==> config.mk <==
export PLATFORM = sky130hd
export DESIGN_NAME = hsv_color_arbiter
export DESIGN_NICKNAME = d
export VERILOG_FILES = /design/src/rtl/hsv_color_arbiter.sv
export SDC_FILE = /design/constraint.sdc
export NUM_CORES = 1
export LEC_CHECK = 0
export CAP_MARGIN = 20
export CORE_MARGIN = 4
export CORE_UTILIZATION = 40
export CTS_CLUSTER_DIAMETER = 50
export DETAILED_ROUTE_END_ITERATION = 8
export GPL_ROUTABILITY_DRIVEN = 0
export PLACE_DENSITY = 0.93
export SLEW_MARGIN = 20
export SYNTH_ARGS = -nofsm -noshare
export SYNTH_HDL_FRONTEND = slang
export SYNTH_SLANG_ARGS = --single-unit
==> constraint.sdc <==
create_clock -name clock -period 7.78 [get_ports clock]
set_clock_uncertainty 0.15 [all_clocks]
set_input_delay 2.334 -clock clock [delete_from_list [all_inputs] [get_ports clock]]
set_output_delay 2.334 -clock clock [all_outputs]
set_load 0.005 [all_outputs]
==> src/rtl/hsv_color_arbiter.sv <==
// ----------------------------------------------------------------------------
// hsv_color_arbiter
//
// Shares a single hsv2rgb conversion pipeline between NREQ requesters.
// A round-robin arbiter picks one requester per cycle, registers its h/s/v
// operands towards the converter, and remembers which requester each
// in-flight conversion belongs to. Results coming back from the converter
// are returned tagged with that requester ID. The converter is expected to
// answer exactly LATENCY cycles after each issue; any disagreement between
// the converter's valid and the expected tag raises a sticky error flag.
//
// Ports:
//   clock, reset            rising-edge clock, asynchronous active-high reset
//   en_i                    issue enable (0 = no new grants)
//   req_i[NREQ]             request levels, held until acked
//   h_i/s_i/v_i[8*NREQ]     operands, requester i at [8i+7:8i]
//   ack_o[NREQ]             combinational one-hot grant
//   hsv_h/s/v_o, hsv_ready_o  registered operands and issue strobe to converter
//   hsv_r/g/b_i, hsv_valid_i  converter results
//   rsp_valid_o, rsp_id_o, rsp_r/g/b_o  registered tagged result
//   err_o                   sticky protocol-error flag
// ----------------------------------------------------------------------------
module hsv_color_arbiter #(
    parameter int  NREQ    = 4,
    parameter int  LATENCY = 2,
    localparam int IDW     = (NREQ > 2) ? $clog2(NREQ) : 1
) (
    input  logic              clock,
    input  logic              reset,
    input  logic              en_i,
    input  logic [NREQ-1:0]   req_i,
    input  logic [8*NREQ-1:0] h_i,
    input  logic [8*NREQ-1:0] s_i,
    input  logic [8*NREQ-1:0] v_i,
    output logic [NREQ-1:0]   ack_o,
    output logic [7:0]        hsv_h_o,
    output logic [7:0]        hsv_s_o,
    output logic [7:0]        hsv_v_o,
    output logic              hsv_ready_o,
    input  logic [7:0]        hsv_r_i,
    input  logic [7:0]        hsv_g_i,
    input  logic [7:0]        hsv_b_i,
    input  logic              hsv_valid_i,
    output logic              rsp_valid_o,
    output logic [IDW-1:0]    rsp_id_o,
    output logic [7:0]        rsp_r_o,
    output logic [7:0]        rsp_g_o,
    output logic [7:0]        rsp_b_o,
    output logic              err_o
);

    localparam logic [IDW:0]   NREQ_W  = (IDW+1)'(NREQ);
    localparam logic [IDW-1:0] LAST_ID = IDW'(NREQ - 1);

    // Round-robin state: the index scanned first on the next arbitration.
    logic [IDW-1:0] ptr_reg;
    logic [IDW-1:0] ptr_next;

    // Arbitration results.
    logic           grant_found;
    logic           grant_valid;
    logic [IDW-1:0] grant_id;
    logic [IDW:0]   cand;

    // Per-requester operand views of the packed input buses.
    logic [7:0] h_arr [NREQ];
    logic [7:0] s_arr [NREQ];
    logic [7:0] v_arr [NREQ];

    // ID of the conversion currently presented on hsv_ready_o.
    logic [IDW-1:0] issue_id_reg;

    // Tag pipeline; the last entry is the result expected this cycle.
    logic           tag_valid_reg [LATENCY];
    logic [IDW-1:0] tag_id_reg    [LATENCY];
    logic           tail_valid;
    logic [IDW-1:0] tail_id;

    genvar gi;
    generate
        for (gi = 0; gi < NREQ; gi++) begin : g_req
            assign h_arr[gi] = h_i[8*gi +: 8];
            assign s_arr[gi] = s_i[8*gi +: 8];
            assign v_arr[gi] = v_i[8*gi +: 8];
            assign ack_o[gi] = grant_valid && (grant_id == IDW'(gi));
        end
    endgenerate

    // Scan requesters starting at the pointer, wrapping at NREQ-1. The loop
    // runs from the farthest offset down so the nearest set bit wins.
    always_comb begin
        grant_found = 1'b0;
        grant_id    = '0;
        cand        = '0;
        for (int k = NREQ - 1; k >= 0; k--) begin
            cand = {1'b0, ptr_reg} + (IDW+1)'(k);
            if (cand >= NREQ_W) begin
                cand = cand - NREQ_W;
            end
            if (req_i[cand[IDW-1:0]]) begin
                grant_found = 1'b1;
                grant_id    = cand[IDW-1:0];
            end
        end
    end

    assign grant_valid = en_i && grant_found;
    assign ptr_next    = (grant_id == LAST_ID) ? '0 : grant_id + IDW'(1);

    assign tail_valid  = tag_valid_reg[LATENCY-1];
    assign tail_id     = tag_id_reg[LATENCY-1];

    // Arbitration pointer and converter issue registers.
    always_ff @(posedge clock or posedge reset) begin
        if (reset) begin
            ptr_reg      <= '0;
            hsv_ready_o  <= 1'b0;
            hsv_h_o      <= '0;
            hsv_s_o      <= '0;
            hsv_v_o      <= '0;
            issue_id_reg <= '0;
        end else begin
            hsv_ready_o <= grant_valid;
            if (grant_valid) begin
                ptr_reg      <= ptr_next;
                hsv_h_o      <= h_arr[grant_id];
                hsv_s_o      <= s_arr[grant_id];
                hsv_v_o      <= v_arr[grant_id];
                issue_id_reg <= grant_id;
            end
        end
    end

    // Tag shift register, aligned so that the tail lines up with the
    // converter's valid for the same conversion.
    always_ff @(posedge clock or posedge reset) begin
        if (reset) begin
            for (int k = 0; k < LATENCY; k++) begin
                tag_valid_reg[k] <= 1'b0;
                tag_id_reg[k]    <= '0;
            end
        end else begin
            tag_valid_reg[0] <= hsv_ready_o;
            tag_id_reg[0]    <= issue_id_reg;
            for (int k = 1; k < LATENCY; k++) begin
                tag_valid_reg[k] <= tag_valid_reg[k-1];
                tag_id_reg[k]    <= tag_id_reg[k-1];
            end
        end
    end

    // Response and protocol checking. A result is only forwarded when the
    // converter and the tag pipeline agree; any disagreement latches err_o.
    always_ff @(posedge clock or posedge reset) begin
        if (reset) begin
            rsp_valid_o <= 1'b0;
            rsp_id_o    <= '0;
            rsp_r_o     <= '0;
            rsp_g_o     <= '0;
            rsp_b_o     <= '0;
            err_o       <= 1'b0;
        end else begin
            rsp_valid_o <= hsv_valid_i && tail_valid;
            if (hsv_valid_i && tail_valid) begin
                rsp_id_o <= tail_id;
                rsp_r_o  <= hsv_r_i;
                rsp_g_o  <= hsv_g_i;
                rsp_b_o  <= hsv_b_i;
            end
            if (hsv_valid_i != tail_valid) begin
                err_o <= 1'b1;
            end
        end
    end

endmodule
Yosys cells after proc, flatten, opt, wreduce, memory -nomap -nowiden --
Index checks and enable logic that the tools add are counted.
Operators by class: bitwise logic cells 1, equal/unequal tests 4, magnitude comparators 9, multiplexer cells 30, reductions and logical operators 7, add/subtract/negate cells 8
Operators by type and width (count):
- $bmux 8 s2 | 3
- $mux 8 | 6
- $mux 2 | 9
- $ge 3x3->1 const B | 4
- $lt 2x3->1 const B | 4
- $bmux 1 s2 | 4
- $mux 1 | 8
- $sub 2x1->2 const B | 4
- $add 2x2->3 const B | 2
- $logic_and 1x1->1 | 6
- $eq 2x2->1 const B | 2
- $add 2x1->3 const B | 1
- $ge 2x3->1 const B | 1
- $not 2->3 | 1
- $add 2x1->2 const B | 1
- $eq 2x1->1 const B | 1
- $logic_not 2->1 | 1
- $ne 1x1->1 | 1
Storage, ports and cells: output and inout port bits 57, input bits 128, flip-flop bits (word level) 63, word-level logic and storage cells 75

Depth between registers and ports, before layout --
depth in word-level cells 13, depth in mapped cells 7, depth with buffers taken out 5

Least setup slack after synthesis --
OpenSTA, ideal clock, no wires.
path kind in2out, start input port req_i[1], end output port ack_o[1], data arrival time 3.485 ns, buffers on the path 2, path slack 1.811 ns, cell stages on the path 5, required time 5.296 ns, cell sequence o41ai_4 inv_2 buf_2 buf_2 and3_1
On the way: word-level cells in the longest chain between the ends 8, elaborated cells between the ends (all ways) 19, classes of those cells 1 x eq/ne; 16 x mux; 2 x reduce/logical
Ends and longest elaborated chain:
- start: declaration | line 31 | input logic [NREQ-1:0] req_i,
- $bmux 1 s2 | line 100 | if (req_i[cand[IDW-1:0]]) begin
- $mux 1 (implied by the code) | line 100
- $mux 1 (3 in series) | line 100
- $mux 1 * | line 100
- $logic_and 1x1->1 * | line 107 | assign grant_valid = en_i && grant_found;
- via grant_valid | line 61 | logic grant_valid;
- $logic_and 1x1->1 * | line 85 | assign ack_o[gi] = grant_valid && (grant_id == IDW'(gi));
- end: declaration | line 35 | output logic [NREQ-1:0] ack_o,
Mark *: on every way through the listed nets, which the timed path passes. The rest lies on a longest branch. The select of a mux whose other input is x is not followed.

Final worst setup path --
start input port req_i[0], end output port ack_o[0]
On the way: word-level cells in the longest chain between the ends 8, elaborated cells between the ends (all ways) 19, classes of those cells 16 x mux; 3 x reduce/logical
Ends and longest elaborated chain (line):
- $bmux 1 s2 | 100
- $mux 1 (implied by the code) | 100
- $mux 2 or $mux 1 (tied branches) (4 in series) | 100
- $logic_not 2->1 or $logic_and 1x1->1 (tied branches) | 85, 107
- $logic_and 1x1->1 * | 85
Mark *: on every way between the ends. The rest lies on a longest branch, timed or not. The select of a mux whose other input is x is not followed.

==> impl_metrics.tcl <==
set metrics [dict create \
    status "finished clean" \
    clock-sinks 63 \
    grt_pass1_wl_um 15330 \
    wl_per_cell_um 17.71 \
    arrival_ps 4780 \
    clock_latency_ps 330 \
    hp-class "flop to flop" \
    grt_max_degree 64 \
    htreeDepth 3 \
    drv_cap 0 \
    syn_inst 265 \
    synth_edf_count 0 \
    track_usage 0.1958 \
    worstMarginPinSlew_ps 980.1 \
    cp.required_ps 5300 \
    drtPass1Iterations 4 \
    hold_slack_ps 206.5 \
    synth-warning-count 0 \
    synth-simple-area-share 0.1073 \
    numCtsBuffers 9 \
    timing.slew.headroom 0.3441 \
    final_antenna_net_count 0 \
    dp.cells 537 \
    cts_tree "done" \
    synth_top_family_by_area "compound AO/OA/AOI/OAI gates" \
    detailed_place_hpwl_um 7490 \
    vias 2843 \
    synth_ff_type "dfrtp_1" \
    cp-end-kind "output port" \
    yosys_register_bits 63 \
    min_period_ps 7261 \
    setup_violations 0 \
    cts_buffer_depth 2 \
    critPathLaunchType "input pin" \
    yosys-mux-area-fraction 0.1606 \
    drive_above_1_share 0.2121 \
    die_w_um 99.94 \
    via_per_inst 5.141 \
    die_y_um 99.94 \
    fin_ws_ps 518.9 \
    synth_commonest_cells "dfrtp_1, mux2_2, nor2_1, and2_1, mux2i_1" \
    area_growth_pct 59.99 \
    io_pins 185 \
    grt_overflow_total 0 \
    synth_xor_area_frac 0.002591 \
    yosysTopAreaCell "dfrtp_1" \
    grt_pass1_vias 3071 \
    cts_root_buf "clkbuf_8" \
    finalPower_uw 1227 \
    synth.most_common_cell "dfrtp_1" \
    synth_cell_types 35 \
    critPathKind "input pin to output port" \
    route.detailed.drc 0 \
    critPathMaxFanout 29 \
    clk_pin_slew_ps 80 \
    rsz0062_at_grt "false" \
    synthAdderAreaFrac 0.003701 \
    core-area_um2 8217 \
    synth.avg_cell_area_um2 12.76 \
    fin_cells 553 \
    synth-async-reset-ratio 1.000 \
    ir_drop_mv 0.2054 \
    hold_viol 0 \
    synth_compound_area_frac 0.2065 \
    holdBufCountCts 0 \
    num_antenna_cells 0 \
    syn_area_um2 3381 \
    io_buffer_count 184 \
    drv_slew 0 \
    routed_wl_um 9796 \
    die_area_um2 9987 \
    antenna_found_initial 0 \
    rows 33 \
    powerDensity_nw_per_um2 226.8 \
    post-route-period-util 0.9333 \
    synth_top_area_share 0.4663 \
    initialDrtViolationCount 71 \
    initial_core_util 0.4115 \
    nets 572 \
    yosysSeqAreaShare 0.4663 \
    setup-tns-final_ps 0 \
    yosys-top-cells-area "dfrtp_1, mux2_2, a221oi_2" \
    cts_setup_buffers 0 \
    ctsResizeCount 0 \
    power.leakage_uw 0.002158 \
    preCtsSetupSlack_ps 527.4 \
    synth_nets 394 \
    fmax_mhz 137.7 \
]
==> cell usage in the layout, fill, tap and decap left out, drive strengths merged, types with 4 or more instances in the layout <==
master / count
a221oi: 24
clkdlybuf4s50: 184
clkinv: 5
clkbuf: 10
and2: 25
buf: 5
nor2: 27
a211oi: 24
inv: 4
or2: 4
mux2: 26
mux2i: 25
dfrtp: 63
==> report_power, final <==
group          internal (µW)  total, µW  switching [µW]
registers                409        454            44.4
clock network            126        257             131
logic                    298        516             218
total                    833       1230             393
==> layer usage <==
| metal | routed length (µm) | global-route usage |
|---|---|---|
| met4 | 226 | 0.07668 |
| met3 | 769 | 0.05281 |
| met2 | 5011 | 0.3453 |
| met1 | 3789 | 0.2252 |
| met5 | 0 | 0 |
==> metrics by stage <==
stage,cell area (µm²),util
6_report,5409,0.6583
2_1_floorplan,3381,-
5_1_grt,5409,0.6583
4_1_cts,5406,0.6580
3_3_place_gp,5224,0.6358
3_5_place_dp,5224,0.6358
==> worst paths after layout <==
| check | start | endpoint | slack, ps | cells past startpoint |
|---|---|---|---|---|
| max in group asynchronous | reset | hsv_h_o[4] | 4560 | 3 |
| worst min register to register | tag_valid_reg[1] | tail_valid | 210 | 0 |
| worst max-delay path | req_i[0] | ack_o[0] | 520 | 7 |
| worst min-delay path | tag_valid_reg[1] | tail_valid | 210 | 0 |
| min in group asynchronous | reset | rsp_g_o[3] | 2380 | 3 |
| worst max register to register | ptr_reg[1] | hsv_s_o[5] | 5250 | 6 |
==> worst max-delay path, cell delays in order <==
cell and delay, ps:
clkdlybuf4s50_1 610, o41ai_4 110, buf_4 180, inv_2 430, o21ai_4 400, nor2_1 180
clkdlybuf4s50_1 520
==> area by class of cell <==
class | count | area (µm²)
multi-input cells | 177 | 1628
flip-flops and latches | 63 | 1577
fillers | 626 | 2808
clock buffers | 10 | 137.6
inverters | 3 | 11.26
well taps | 105 | 131.4
repair buffers | 189 | 1879
clock inverters | 6 | 45.04
==> cells by family (layout without fill, tap and decap cells) <==
kind of cell	after synthesis	count (layout)
AND/OR/NAND/NOR	67	67
flip-flops	63	63
AO/OA/AOI/OAI	57	57
multiplexers	51	51
buffers and inverters	25	208
adder cells (fa/ha/maj)	1	1
XOR/XNOR	1	1
Note: power is estimated with default switching activity, not from simulation.
